===== src/rtl/uart_rx.sv =====
// UART receiver: oversampled start-bit validation, LSB-first data assembly,
// optional even parity and stop-bit check, one-cycle result strobes.
// Optional parity bit and parity_err_o port: define UART_RX_PARITY_EN.
module uart_rx #(
   parameter int unsigned DataWidth      = 8,
   parameter int unsigned OversampleRate = 16
) (
   input  logic                 clk_i,
   input  logic                 rst_i,
   input  logic                 tick_i,
   input  logic                 rxd_i,
   output logic [DataWidth-1:0] data_o,
   output logic                 dv_o,
   output logic                 frame_err_o,
`ifdef UART_RX_PARITY_EN
   output logic                 parity_err_o,
`endif
   output logic                 busy_o
);

   localparam int unsigned OsW  = $clog2(OversampleRate);
   localparam int unsigned BitW = $clog2(DataWidth + 1);

   localparam logic [OsW-1:0]  OsMid   = OsW'(OversampleRate / 2 - 1);
   localparam logic [OsW-1:0]  OsLast  = OsW'(OversampleRate - 1);
   localparam logic [BitW-1:0] BitLast = BitW'(DataWidth - 1);

   typedef enum logic [2:0] {
      StIdle,
      StStart,
      StData,
`ifdef UART_RX_PARITY_EN
      StParity,
`endif
      StStop
   } state_e;

   state_e               state_q, state_d;
   logic                 rx_meta_q, rx_sync_q, rx_prev_q;
   logic [OsW-1:0]       os_q, os_d;
   logic [BitW-1:0]      bit_q, bit_d;
   logic [DataWidth-1:0] shift_q, shift_d;
   logic [DataWidth-1:0] data_q, data_d;
   logic                 dv_q, dv_d;
   logic                 ferr_q, ferr_d;
   logic                 busy_q;
   logic                 fall;
   logic                 os_last;
`ifdef UART_RX_PARITY_EN
   logic                 par_err_q, par_err_d;
   logic                 perr_q, perr_d;
`endif

   // Previous-high / current-low only, so a held-low break never starts a frame.
   assign fall    = rx_prev_q & ~rx_sync_q;
   assign os_last = tick_i && (os_q == OsLast);

   // Next-state, counters, shift register and result strobes.
   always_comb begin
      state_d = state_q;
      os_d    = os_q;
      bit_d   = bit_q;
      shift_d = shift_q;
      data_d  = data_q;
      dv_d    = 1'b0;
      ferr_d  = 1'b0;
`ifdef UART_RX_PARITY_EN
      par_err_d = par_err_q;
      perr_d    = 1'b0;
`endif
      case (state_q)
         StIdle: begin
            if (fall) begin
               os_d    = '0;
               state_d = StStart;
            end
         end
         StStart: begin
            if (tick_i) begin
               if (os_q == OsMid) begin
                  if (!rx_sync_q) begin
                     os_d    = '0;
                     bit_d   = '0;
                     state_d = StData;
                  end else begin
                     state_d = StIdle;  // glitch, not a real start bit
                  end
               end else begin
                  os_d = os_q + OsW'(1);
               end
            end
         end
         StData: begin
            if (os_last) begin
               os_d    = '0;
               shift_d = {rx_sync_q, shift_q[DataWidth-1:1]};
               bit_d   = bit_q + BitW'(1);
               if (bit_q == BitLast) begin
`ifdef UART_RX_PARITY_EN
                  state_d = StParity;
`else
                  state_d = StStop;
`endif
               end
            end else if (tick_i) begin
               os_d = os_q + OsW'(1);
            end
         end
`ifdef UART_RX_PARITY_EN
         StParity: begin
            if (os_last) begin
               os_d      = '0;
               par_err_d = rx_sync_q ^ (^shift_q);
               state_d   = StStop;
            end else if (tick_i) begin
               os_d = os_q + OsW'(1);
            end
         end
`endif
         StStop: begin
            if (os_last) begin
               os_d    = '0;
               data_d  = shift_q;
               state_d = StIdle;
               if (!rx_sync_q) begin
                  ferr_d = 1'b1;
`ifdef UART_RX_PARITY_EN
               end else if (par_err_q) begin
                  perr_d = 1'b1;
`endif
               end else begin
                  dv_d = 1'b1;
               end
            end else if (tick_i) begin
               os_d = os_q + OsW'(1);
            end
         end
         default: state_d = StIdle;
      endcase
   end

   // State, synchronizer and registered outputs; synchronous reset.
   always_ff @(posedge clk_i) begin
      if (rst_i) begin
         state_q   <= StIdle;
         rx_meta_q <= 1'b1;
         rx_sync_q <= 1'b1;
         rx_prev_q <= 1'b1;
         os_q      <= '0;
         bit_q     <= '0;
         shift_q   <= '0;
         data_q    <= '0;
         dv_q      <= 1'b0;
         ferr_q    <= 1'b0;
         busy_q    <= 1'b0;
`ifdef UART_RX_PARITY_EN
         par_err_q <= 1'b0;
         perr_q    <= 1'b0;
`endif
      end else begin
         state_q   <= state_d;
         rx_meta_q <= rxd_i;
         rx_sync_q <= rx_meta_q;
         rx_prev_q <= rx_sync_q;
         os_q      <= os_d;
         bit_q     <= bit_d;
         shift_q   <= shift_d;
         data_q    <= data_d;
         dv_q      <= dv_d;
         ferr_q    <= ferr_d;
         busy_q    <= (state_d != StIdle);
`ifdef UART_RX_PARITY_EN
         par_err_q <= par_err_d;
         perr_q    <= perr_d;
`endif
      end
   end

   assign data_o      = data_q;
   assign dv_o        = dv_q;
   assign frame_err_o = ferr_q;
   assign busy_o      = busy_q;
`ifdef UART_RX_PARITY_EN
   assign parity_err_o = perr_q;
`endif

endmodule


===== config.mk =====
export PLATFORM = sky130hd
export DESIGN_NAME = uart_rx
export DESIGN_NICKNAME = d
export VERILOG_FILES = /design/src/rtl/uart_rx.sv
export SDC_FILE = /design/constraint.sdc
export NUM_CORES = 1
export LEC_CHECK = 0
export CAP_MARGIN = 20
export CORE_ASPECT_RATIO = 1.25
export CORE_MARGIN = 10
export CORE_UTILIZATION = 45
export DETAILED_ROUTE_END_ITERATION = 8
export HOLD_SLACK_MARGIN = 0.15
export PLACE_DENSITY = 0.66
export SYNTH_ARGS = -nofsm -noshare
export SYNTH_HDL_FRONTEND = slang
export SYNTH_SLANG_ARGS = --single-unit

===== constraint.sdc =====
create_clock -name clk_i -period 4.7 [get_ports clk_i]
set_input_delay 0.705 -clock clk_i [delete_from_list [all_inputs] [get_ports clk_i]]
set_output_delay 0.705 -clock clk_i [all_outputs]
set_load 0.01 [all_outputs]

## Word-level counts from Yosys, hierarchy flattened

Index checks and enable logic that the tools add are counted.

- Flip-flop bits (word level): 33
- Output and inout port bits: 11
- Input bits: 4
- Word-level logic and storage cells: 62

- Add/subtract/negate cells: 2
- Mux-type cells: 21
- Reduce and logical (&&, ||, !) cells: 11
- Bitwise gates (word level): 4
- Equal/unequal tests: 13

Operators by type and width:

| cell | count |
|---|---|
| $mux 4 | 9 |
| $mux 3 | 6 |
| $pmux 3 s4 | 1 |
| $pmux 4 s3 | 1 |
| $ne 2x2->1 const B | 5 |
| $reduce_and 5->1 | 2 |
| $add 4x1->4 const B | 2 |
| $eq 4x3->1 const B | 2 |
| $pmux 4 s2 | 1 |
| $eq 3x2->1 const B | 2 |
| $reduce_bool 3->1 | 2 |
| $eq 4x4->1 const B | 1 |
| $reduce_and 2->1 | 2 |
| $eq 3x1->1 const B | 1 |
| $logic_not 3->1 | 1 |
| $ne 3x1->1 const B | 1 |
| $ne 3x3->1 const B | 1 |
| $not 1->1 | 3 |
| $reduce_or 3->1 | 1 |
| $mux 1 | 2 |
| $mux 2 | 1 |
| $reduce_bool 2->1 | 1 |
| $reduce_or 2->1 | 1 |
| $and 1x1->1 | 1 |
| $logic_and 1x1->1 | 1 |

## Logic depth before layout (Yosys ltp)

Gate-level depths: netlist (run 1).

- Depth in word-level cells: 5
- Depth in mapped cells: 6

## Worst setup path after synthesis (run 1)

Ideal clock, no wire load.

- Kind: input port to flip-flop
- Start point: input port tick_i
- End point: register os_q[0]
- Data arrival time: 1.682 ns
- Cell stages on the path: 4
- Path buffers: 0
- Slack: 2.948 ns
- Required time: 4.630 ns
- Cells stage by stage: and4_1 -> a221o_1 -> a211o_2 -> a21oi_1

- Word-level cells in the longest chain between the ends: 3

Ends and longest elaborated chain:

| element | line | source |
|---|---|---|
| from (decl) | 10 | `input logic tick_i,` |
| $logic_and 1x1->1 | 56 | `assign os_last = tick_i && (os_q == OsLast);` |
| $ne 3x1->1 (no source line) or $mux 4 (tied branches) | -- |  |
| $reduce_and 5->1 (no source line) or $pmux 4 s3 (tied branches) | -- |  |
| to (signal assigned) | 165 | `os_q <= os_d;` |
| to (decl) | 40 | `logic [OsW-1:0] os_q, os_d;` |

Parallel ways exist; a longest one is shown, timed or not.
A chain may end at the register's enable or synchronous reset.

## Final worst setup path (run 1)

- Start point: input port tick_i
- End point: register data_q[6], in the netlist data_o[6]

- Word-level cells in the longest chain between the ends: 2

Ends and longest elaborated chain:

| element | line | source |
|---|---|---|
| $logic_and 1x1->1 | 56 |  |
| $reduce_and 2->1 (no source line) | -- |  |
| to (signal assigned) | 168 | `data_q <= data_d;` |
| to (decl) | 43 | `logic [DataWidth-1:0] data_q, data_d;` |

Every way passes these cells.

==> flow_summary.ini, run 1 <==
[outcome]
status = finished, final reports clean

[synthesis]
synth_top_area_share_pct = 45.4
yosys_warnings = 0
synth_fp_nets = 165
yosys.area.top_type = dfxtp_1
yosysSeqAreaShare_pct = 45.4
postSynthCellCount = 159
synth_area_leaders = dfxtp_1 45%, nand2_1 6.2%, mux2i_1 5.5%, a21oi_1 5.2%, nor2_1 3.6%
ys_ff_latch = 33
synth-main-ff-cell = dfxtp_1
synth-edff-count = 0
netlist_area_um2 = 1460
async_flop_share_pct = 0
syn_area_per_cell_um2 = 9.15
ys_types = 45

[layout]
final_nets = 179
drive_above_1_share_pct = 10.3
final_common_cell = dfxtp_1
stdcell_area_um2 = 1710
syn2layout_area_growth_pct = 17.6
post-route-util_pct = 54.1
instances_no_fill = 211
diodes = 0
layout_common_cells = 33 x dfxtp_1, 24 x nand2_1, 15 x a21oi_1

[sta]
period_share_pct = 47.8
setup-tns-final_ns = 0
final_hold_viol_count = 0
finalSetupViolations = 0
rsz0062_at_grt = no
worst_pin_slew_ns = 0.709
post-route-min-period_ns = 2.25
whs_ns = 0.409
setup_ws_ns = 2.45
maxSlewViolCount = 0
fmax_mhz = 445
slew-limit-headroom_pct = 52.6
skew_ns = 0.00531

[cts]
clk_latency_ns = 0.29
root_buffer = clkbuf_8
cts_buffers = 5
holdBufCountCts = 0
clock_path_buffers = 2
cts_resized = 0
clk_pin_slew_ns = 0.07
post-cts-setup-buffers = 0
clock_sinks = 33
cts_tree = built
cts_max_level = 2

[detailed_routing]
wirelength_um = 2990
dr.pass1.iters = 4
drt_iter0_markers = 53
drc = 0
via_count = 1175
wl_per_cell_um = 14.2
antenna_left = 0
vias_per_cell = 5.57

[floorplan]
die_width_um = 70.9
die_y_um = 83.6
dieArea_um2 = 5920
start_util_pct = 46.0
io_pins = 15
rows = 23
core_area_um2 = 3170

[hold_path]
hold_class = reg2reg

[setup_path]
endpoint_kind = flip-flop
crit_arrival_ns = 2.43
startpoint_type = input pin
cp.required_ns = 4.88
worst-path-max-fanout = 10
path_class = in2reg

[placed_design]
dpl_cell_area_um2 = 1580
dp.cells = 202
port_buffers = 14
dp_hpwl_um = 2040
place_congestion = 0.809
pre_cts_slack_ns = 2.09

[pwr]
p_total_mw = 0.537
leakage_nw = 0.577
pwr_density_cell_nw_per_um2 = 314
ir_drop_uv = 241

[global_route]
grt_usage_pct = 10.8
antenna_found_initial = 0
grt_pass1_vias = 1143
grt.overflow.total = 0
grt_pass1_wl_um = 5320
grt_max_degree = 32

[job]
drv_cap = 0
## state kept, by name, summed over array words and instances (netlist names)
register and flops:
shift_q 8, rx_meta_q 1, rx_prev_q 1, state_q 3, bit_q 4, rx_sync_q 1
os_q 4, dv_o 1, busy_o 1, data_o 8, frame_err_o 1
## cells in the mapped netlist, types with 2 or more instances
| cell type | number |
|---|---|
| a211o_2 | 2 |
| a211oi_1 | 2 |
| a21oi_1 | 15 |
| a311oi_1 | 2 |
| and3_1 | 2 |
| and4_1 | 2 |
| buf_4 | 3 |
| clkbuf_1 | 3 |
| dfxtp_1 | 33 |
| ha_1 | 2 |
| inv_1 | 4 |
| mux2i_1 | 8 |
| nand2_1 | 24 |
| nand2b_1 | 2 |
| nand3_1 | 4 |
| nor2_1 | 14 |
| nor3_1 | 4 |
| nor3b_1 | 3 |
| o21ai_0 | 2 |
| o2bb2ai_1 | 2 |
| or2_2 | 2 |
## critical path, stage by stage
cell             delay, ns
clkdlybuf4s50_1       0.55
and4_1                0.32
and4_1                0.55
mux2i_1               0.25
nor2_1                0.05
## final cells by class
| type | instances | area, um2 |
|---|---|---|
| fillers | 299 | 1450 |
| well taps | 37 | 46.3 |
| repair buffers | 15 | 168 |
| clock buffers | 7 | 96.3 |
| multi-input cells | 114 | 721 |
| clock inverters | 1 | 5.00 |
| flip-flops and latches | 33 | 661 |
| inverters | 4 | 15.0 |
## logic make-up (layout without fill, tap and decap cells)
group / Yosys count / in the layout / synth area share (%)
DFF: 33 / 33 / 45.4
other: 1 / 1 / 0.258
AOI/OAI and AO/OA: 36 / 36 / 18.4
buffers and inverters: 12 / 27 / 5.07
muxes: 8 / 8 / 5.50
and+or+nand+nor: 67 / 67 / 23.6
adders and majority gates: 2 / 2 / 1.72
## metal layers
layer	up-vias	routed length, um	GRT usage (%)
li1	590	-	-
met2	23	1470	17.2
met1	556	1290	11.7
met3	6	166	4.64
met5	-	0	0
met4	0	64	5.82
## where the power goes
group | switching [mW] | total (mW) | internal, mW
Clock | 0.103 | 0.235 | 0.132
Sequential | 0.00246 | 0.284 | 0.282
Combinational | 0.00939 | 0.0179 | 0.00846
## final timing paths
| kind | from | endpoint | slack (ns) | cells past startpoint |
|---|---|---|---|---|
| worst max-delay path | tick_i | data_o[6]$_SDFFE_PP0P_ | 2.45 | 5 |
| worst min-delay path | rx_meta_q$_SDFF_PP1_ | rx_sync_q$_SDFF_PP1_ | 0.41 | 1 |
| worst max register to register | state_q[1]$_SDFF_PP0_ | busy_o$_SDFF_PP0_ | 2.59 | 4 |
| worst min register to register | rx_meta_q$_SDFF_PP1_ | rx_sync_q$_SDFF_PP1_ | 0.41 | 1 |
Note: power is estimated with default switching activity, not from simulation.
==> run 2, diff against run 1 <==
PLACE_DENSITY = 0.68   (was 0.66)
clock period = 1.8 ns   (was 4.7 ns; I/O delays follow)
==> flow_summary.ini, run 2 (same netlist as run 1, synthesis figures left out) <==
[setup_path]
worst-path-max-fanout = 7
crit_chain = ha_4 -> and4_1 -> a221o_1 -> a211o_2 -> a21oi_1
worst-path-buf-inv = 0
slowest_stage = dfxtp_1
slowest_delay_ns = 0.37
startpoint_type = flip-flop
endpoint_kind = flip-flop
cp.required_ns = 2.01
crit_arrival_ns = 1.91
path_class = reg2reg
path_delay_family = compound AO/OA/AOI/OAI gates

[cts]
clock_sinks = 33
clock_path_buffers = 2
cts_max_level = 2
root_buffer = clkbuf_8
post-cts-setup-buffers = 0
clk_pin_slew_ns = 0.07
clk_latency_ns = 0.29
cts_buffers = 5
cts_tree = built

[layout]
stdcell_area_um2 = 1810
drive_above_1_share_pct = 17.3
syn2layout_area_growth_pct = 24.1
layout_common_cells = 32 x dfxtp_1, 24 x nand2_1, 15 x a21oi_1
final_nets = 190
final_common_cell = dfxtp_1
post-route-util_pct = 57.0
diodes = 0
instances_no_fill = 222

[detailed_routing]
via_count = 1196
dr.pass1.iters = 4
drc = 0
antenna_left = 0
vias_per_cell = 5.39
wirelength_um = 3130
drt_iter0_markers = 71
wl_per_cell_um = 14.1

[sta]
period_share_pct = 94.1
maxSlewViolCount = 0
rsz0062_at_grt = no
finalSetupViolations = 0
post-route-min-period_ns = 1.69
final_hold_viol_count = 0
setup-tns-final_ns = 0
skew_ns = 0.00684
setup_ws_ns = 0.106
whs_ns = 0.420
fmax_mhz = 590

[pwr]
pwr_density_cell_nw_per_um2 = 774
ir_drop_uv = 479
p_total_mw = 1.40
leakage_nw = 0.627

[floorplan]
die_y_um = 83.6
die_width_um = 70.9
io_pins = 15
dieArea_um2 = 5920
start_util_pct = 46.0
core_area_um2 = 3170
rows = 23

[placed_design]
place_congestion = 0.830
dpl_cell_area_um2 = 1690
port_buffers = 14
dp_hpwl_um = 2290
pre_cts_slack_ns = -0.0660
dp.cells = 214

[global_route]
grt_pass1_wl_um = 5420
grt_usage_pct = 11.0
antenna_found_initial = 0
grt_max_degree = 21
grt.overflow.total = 0
grt_pass1_vias = 1166

[outcome]
status = finished, final reports clean

[hold_path]
hold_class = reg2reg

[job]
drv_cap = 0
run 2: where the power goes:
group | leakage (nW) | switching [mW] | internal [mW]
Clock | 0.0542 | 0.263 | 0.345
Sequential | 0.267 | 0.00392 | 0.735
Combinational | 0.305 | 0.0275 | 0.0232
Total | 0.627 | 0.294 | 1.10
run 2: what timing repair did:
item                       in CTS  in global routing
hold buffers                    0                  0
pin swaps                       0                  3
setup endpoints to repair       1                  9
hold endpoints to repair        0                  0
resized for setup               1                  3
run 2: path summary, 6_finish.rpt:
path | slack [ns] | start | endpoint | cells past startpoint
setup / recovery | 0.11 | os_q[0]$_SDFFE_PP0P_ | os_q[0]$_SDFFE_PP0P_ | 5
hold / removal | 0.42 | rx_meta_q$_SDFF_PP1_ | rx_sync_q$_SDFF_PP1_ | 1
hold reg to reg | 0.42 | rx_meta_q$_SDFF_PP1_ | rx_sync_q$_SDFF_PP1_ | 1
setup reg to reg | 0.11 | os_q[0]$_SDFFE_PP0P_ | os_q[0]$_SDFFE_PP0P_ | 5
run 2: metal layers:
layer  vias to the layer above  part of all wire (%)  track usage (%)
met3                         7                   5.9             4.88
met1                       553                    44             12.2
met2                        23                    48             17.5
met5                         -                     0                0
met4                         0                   2.0             5.29
li1                        613                     -                -
run 2: final cells by class:
cell class,count,area (um2)
timing repair buffer,26,243
clock inverter,1,5.00
fill,295,1360
inverter,4,15.0
multi-input combinational,114,738
sequential,33,662
clock buffer,7,96.3
tap,37,46.3
==> run 3, diff against run 2 <==
CORE_UTILIZATION = 43   (was 45)
PLACE_DENSITY = 0.66   (was 0.68)
==> flow_summary.ini, run 3 (same netlist as run 1, synthesis figures left out) <==
[outcome]
status = finished, final reports clean

[sta]
worst_pin_slew_ns = 0.593
post-route-min-period_ns = 1.73
skew_ns = 0.00479
final_hold_viol_count = 0
finalSetupViolations = 0
slew-limit-headroom_pct = 60.3
fmax_mhz = 578
maxSlewViolCount = 0
setup_ws_ns = 0.0685
period_share_pct = 96.2

[detailed_routing]
via_count = 1208
drt_iter0_markers = 101
wl_per_cell_um = 13.7
vias_per_cell = 5.42
antenna_left = 0
wirelength_um = 3060
dr.pass1.iters = 4
drc = 0

[pwr]
seq_power_share_pct = 56.0
p_switching_mw = 0.291
pwr_density_cell_nw_per_um2 = 736
ir_drop_uv = 688
p_clk_share_pct = 39.9
leakage_nw = 0.622
p_sw_share_pct = 22.1
comb_power_share_pct = 4.0
p_total_mw = 1.32
p_int_mw = 1.03

[setup_path]
path_class = reg2reg
r2r_slack_ns = 0.07
cp.required_ns = 1.98
r2r-start = state_q[0]$_SDFF_PP0_
r2r_cells = 4
r2r_end = os_q[2]$_SDFFE_PP0P_
crit_arrival_ns = 1.91
startpoint_type = flip-flop
endpoint_kind = flip-flop
worst-path-max-fanout = 8

[cts]
post-cts-setup-buffers = 0
clock_path_buffers = 2
holdBufCountCts = 0
clk_pin_slew_ns = 0.07
clk_latency_ns = 0.28
cts_buffers = 5
root_buffer = clkbuf_8
cts_max_level = 2
cts_tree = built
cts_resized = 0
clock_sinks = 33

[global_route]
use_met2_pct = 15.8
use_met1_pct = 12.6
grt_pass1_wl_um = 5400
grtUsageMet3_pct = 5.48
grt_max_degree = 15
grt_usage_pct = 10.7
grt.overflow.total = 0
grt_pass1_vias = 1177
grt.busiest_layer = met2
antenna_found_initial = 0

[layout]
final_common_cell = dfxtp_1
diodes = 0
layout_common_cells = 33 x dfxtp_1, 24 x nand2_1, 15 x a21oi_1
instances_no_fill = 223
drive_above_1_share_pct = 17.7
stdcell_area_um2 = 1790
syn2layout_area_growth_pct = 23.0
final_nets = 191
post-route-util_pct = 55.5

[hold_path]
worstHoldEndpoint = rx_sync_q$_SDFF_PP1_
hold_path_depth = 1
hold_start = rx_meta_q$_SDFF_PP1_
hold_class = reg2reg

[floorplan]
die_width_um = 72.0
io_pins = 15
die_y_um = 85.0
core_area_um2 = 3220
start_util_pct = 45.1
rows = 23
dieArea_um2 = 6130

[placed_design]
dp_hpwl_um = 2220
dp.cells = 215
place_congestion = 0.823
pre_cts_slack_ns = -0.0719
port_buffers = 14
dpl_cell_area_um2 = 1690

[job]
drv_cap = 0
-- run 3: changes by cell type in the layout (fill, tap and decap cells not counted) --
cell        before  now
clkinv_2         1    2
dfxtp_2          1    0
nor2_1          14   13
dfxtp_1         32   33
buf_4           11   12
clkinvlp_4       0    1
nor2_2           0    1
ha_4             1    0
ha_2             0    1
clkbuf_8         7    5
-- run 3: worst max-delay path, stage by stage, from the launching register on --
cell       delay (ns)
dfxtp_1          0.45
or3b_4           0.44
o311ai_4         0.38
a2111oi_1        0.15
a31o_1           0.21
-- run 3: power by group through the flow --
stage                     Sequential, mW  Clock (mW)  Combinational (mW)
after global routing               0.738       0.594              0.0581
final                              0.738       0.526              0.0531
after floorplan                    0.754           0              0.0311
after detailed placement           0.755           0              0.0531
after CTS                          0.738       0.550              0.0533
after global placement             0.755           0              0.0522
-- run 3: metal layers --
| metal | vias to the layer above | wire length, um | part of all wire (%) |
|---|---|---|---|
| li1 | 613 | - | - |
| met4 | 0 | 52 | 1.7 |
| met1 | 559 | 1360 | 44 |
| met2 | 30 | 1400 | 46 |
| met5 | - | 0 | 0 |
| met3 | 6 | 247 | 8.1 |
-- run 3: layout make-up --
type	instances	area, um2
Clock inverter	3	17.5
Sequential cell	33	661
Clock buffer	5	68.8
Fill cell	313	1430
Inverter	4	15.0
Multi-Input combinational cell	114	731
Tap cell	37	46.3
Timing Repair Buffer	27	250
-- run 3: worst max-delay path by stage --
stage / to / from / depth (start not counted)
6_report: os_q[2]$_SDFFE_PP0P_ / state_q[0]$_SDFF_PP0_ / 4
5_1_grt: data_o[7]$_SDFFE_PP0P_ / os_q[0]$_SDFFE_PP0P_ / 6
4_1_cts: os_q[2]$_SDFFE_PP0P_ / state_q[0]$_SDFF_PP0_ / 4
3_5_place_dp: os_q[2]$_SDFFE_PP0P_ / tick_i / 5
3_3_place_gp: os_q[0]$_SDFFE_PP0P_ / tick_i / 5
2_1_floorplan: os_q[0]$_SDFFE_PP0P_ / os_q[0]$_SDFFE_PP0P_ / 5
-- run 3: per-stage QoR --
| stage | setup TNS (ns) | hold slack [ns] |
|---|---|---|
| 6_report | 0 | 0.420 |
| 5_1_grt | -0.000646 | 0.456 |
| 4_1_cts | 0 | 0.426 |
| 3_5_place_dp | -0.205 | 0.409 |
| 3_3_place_gp | -0.00393 | 0.414 |
| 2_1_floorplan | 0 | 0.374 |
==> variant, RTL diff (settings of run 2) <==
Take the reset off `os_q`, `shift_q` and `data_q` and load them in a clocked block of their own.
--- a/src/rtl/uart_rx.sv
+++ b/src/rtl/uart_rx.sv
@@ -148,6 +148,3 @@
          rx_prev_q <= 1'b1;
-         os_q      <= '0;
          bit_q     <= '0;
-         shift_q   <= '0;
-         data_q    <= '0;
          dv_q      <= 1'b0;
@@ -164,6 +161,3 @@
          rx_prev_q <= rx_sync_q;
-         os_q      <= os_d;
          bit_q     <= bit_d;
-         shift_q   <= shift_d;
-         data_q    <= data_d;
          dv_q      <= dv_d;
@@ -176,2 +170,8 @@
       end
+   end
+
+   always_ff @(posedge clk_i) begin
+      os_q    <= os_d;
+      shift_q <= shift_d;
+      data_q  <= data_d;
    end
Behaviour: same outputs for any inputs over 10 cycles, from zero or initial values and one cycle with rst_i high; that may be too few to reach the edited logic, so the function may still have changed.
==> variant against run 2 <==
- core utilization decreased by 0.17 points
- clock skew grew 0.0036 ns
- sequential share of layout area is 19 points higher
- power is 13% lower
- area after synthesis down 12%
- sequential cell count unchanged
- largest power group unchanged
- sequential power rose by 9.3%
- routed wire length down 35%
- first-iteration DRC count decreased by 44%
- worst setup slack better by 0.011 ns
- highest routed layer unchanged
- design area down 15%
==> variant: results (changes against run 2) <==
finalPower_uw: 1210  # -13%
ys_types: 37  # -18%
cp.arrival_ns: 1.88  # -0.03 ns
grt_pass1_vias: 803  # -31%
synthXorXnorAreaFrac: 0.0136  # +0.0136
cts-root-buf: "clkbuf_4"
async_reset_ff_frac: 0  # unchanged
crit_fanout: 5  # -2
power_leakage_uw: 0.000529  # -16%
synthMuxAreaShare: 0.0156  # -0.0394
rr_worst_depth: 6  # +1
nClkBuffers: 8  # +1
seqCellArea_um2: 861  # +30%
buf_share: 0.111  # -0.0239
p_switching_uw: 240  # -18%
drive_gt1_frac: 0.131  # -0.0418
grt_max_degree: 14  # -33%
syn_nets: 106  # -36%
synth_edf_count: 20  # +20
grt_pass1_wl_um: 3450  # -36%
clock_skew_ns: 0.0104  # +0.00360 ns
timing.hold.ws_ns: 0.424  # +0.00394 ns
synthAdderAreaFrac: 0.0195  # +0.00230
r2r_end: "bit_q[1]"
multi_input_area_share: 0.266  # -0.143
clkCellAreaFrac: 0.0317  # -0.0244
inv_count: 2  # -2
synth_top_cells_by_count: "edfxtp_1, dfxtp_1, nor2_1"
fillCellCount: 221  # -25%
vias: 824  # -31%
grt_use_met1: 0.0787  # -0.0430
power_density_mw_per_mm2: 786  # +1.5%
fin_ws_ns: 0.117  # +0.0112 ns
dp_hpwl_um: 1520  # -34%
comb.multi_input.count: 61  # -46%
startpoint: "os_q[0]"
routabilityCongestion: 0.807  # -2.8%
routedWlPerCell_um: 13.0  # -7.7%
gr-usage-all-layers: 0.0843  # -0.0262
fin_nets: 127  # -33%
dpl_worst_slack_ns: -0.00289  # +0.0631 ns
outcome: "complete, no violations"
synth_area_leaders: "edfxtp_1, dfxtp_1, nor3_1"
dp_cells: 147  # -31%
first_pass_iters: 6  # +2
synth_compound_gate_area_share: 0.0673  # -0.117
antenna_found_initial: 0  # unchanged
pg_clk_uw: 372  # -39%
wl_um: 2030  # -35%
syn_area_mm2: 0.00128  # -12%
p_comb_frac: 0.025  # -0.011
clk-insertion-delay-late_ns: 0.32  # +0.03 ns
syn_avg_cell_area_um2: 12.8  # +40%
ir_drop_mv: 0.549  # +14%
variant: worst max-delay path, stage by stage, from the launching register on:
cell and delay [ns]:
edfxtp_1 0.41, ha_1 0.27, and4_1 0.23, buf_4 0.14, a32oi_4 0.23, mux2i_1 0.22
nor2_1 0.05
variant: metal layers:
metal  routed length (µm)  part of all wire  up-vias
met5                    0                 0        -
met1                  844              0.42      392
li1                     -                 -      408
met3                  174             0.086        6
met2                  969              0.48       18
met4                   42             0.021        0
variant: cells by family (layout without fill, tap and decap cells):
| family | Yosys count | in the layout |
|---|---|---|
| DFF | 33 | 33 |
| other | 1 | 1 |
| buffers and inverters | 6 | 28 |
| xor gates and xnor gates | 2 | 2 |
| adders and majority gates | 2 | 2 |
| and+or+nand+nor | 42 | 42 |
| AOI/OAI and AO/OA | 12 | 12 |
| muxes | 2 | 2 |
variant: what timing repair did:
item / in CTS / in global routing
endpoints found under the hold margin: 0 / 0
setup buffers: 0 / 1
resized for setup: 0 / 2
endpoints found under the setup margin: 0 / 5
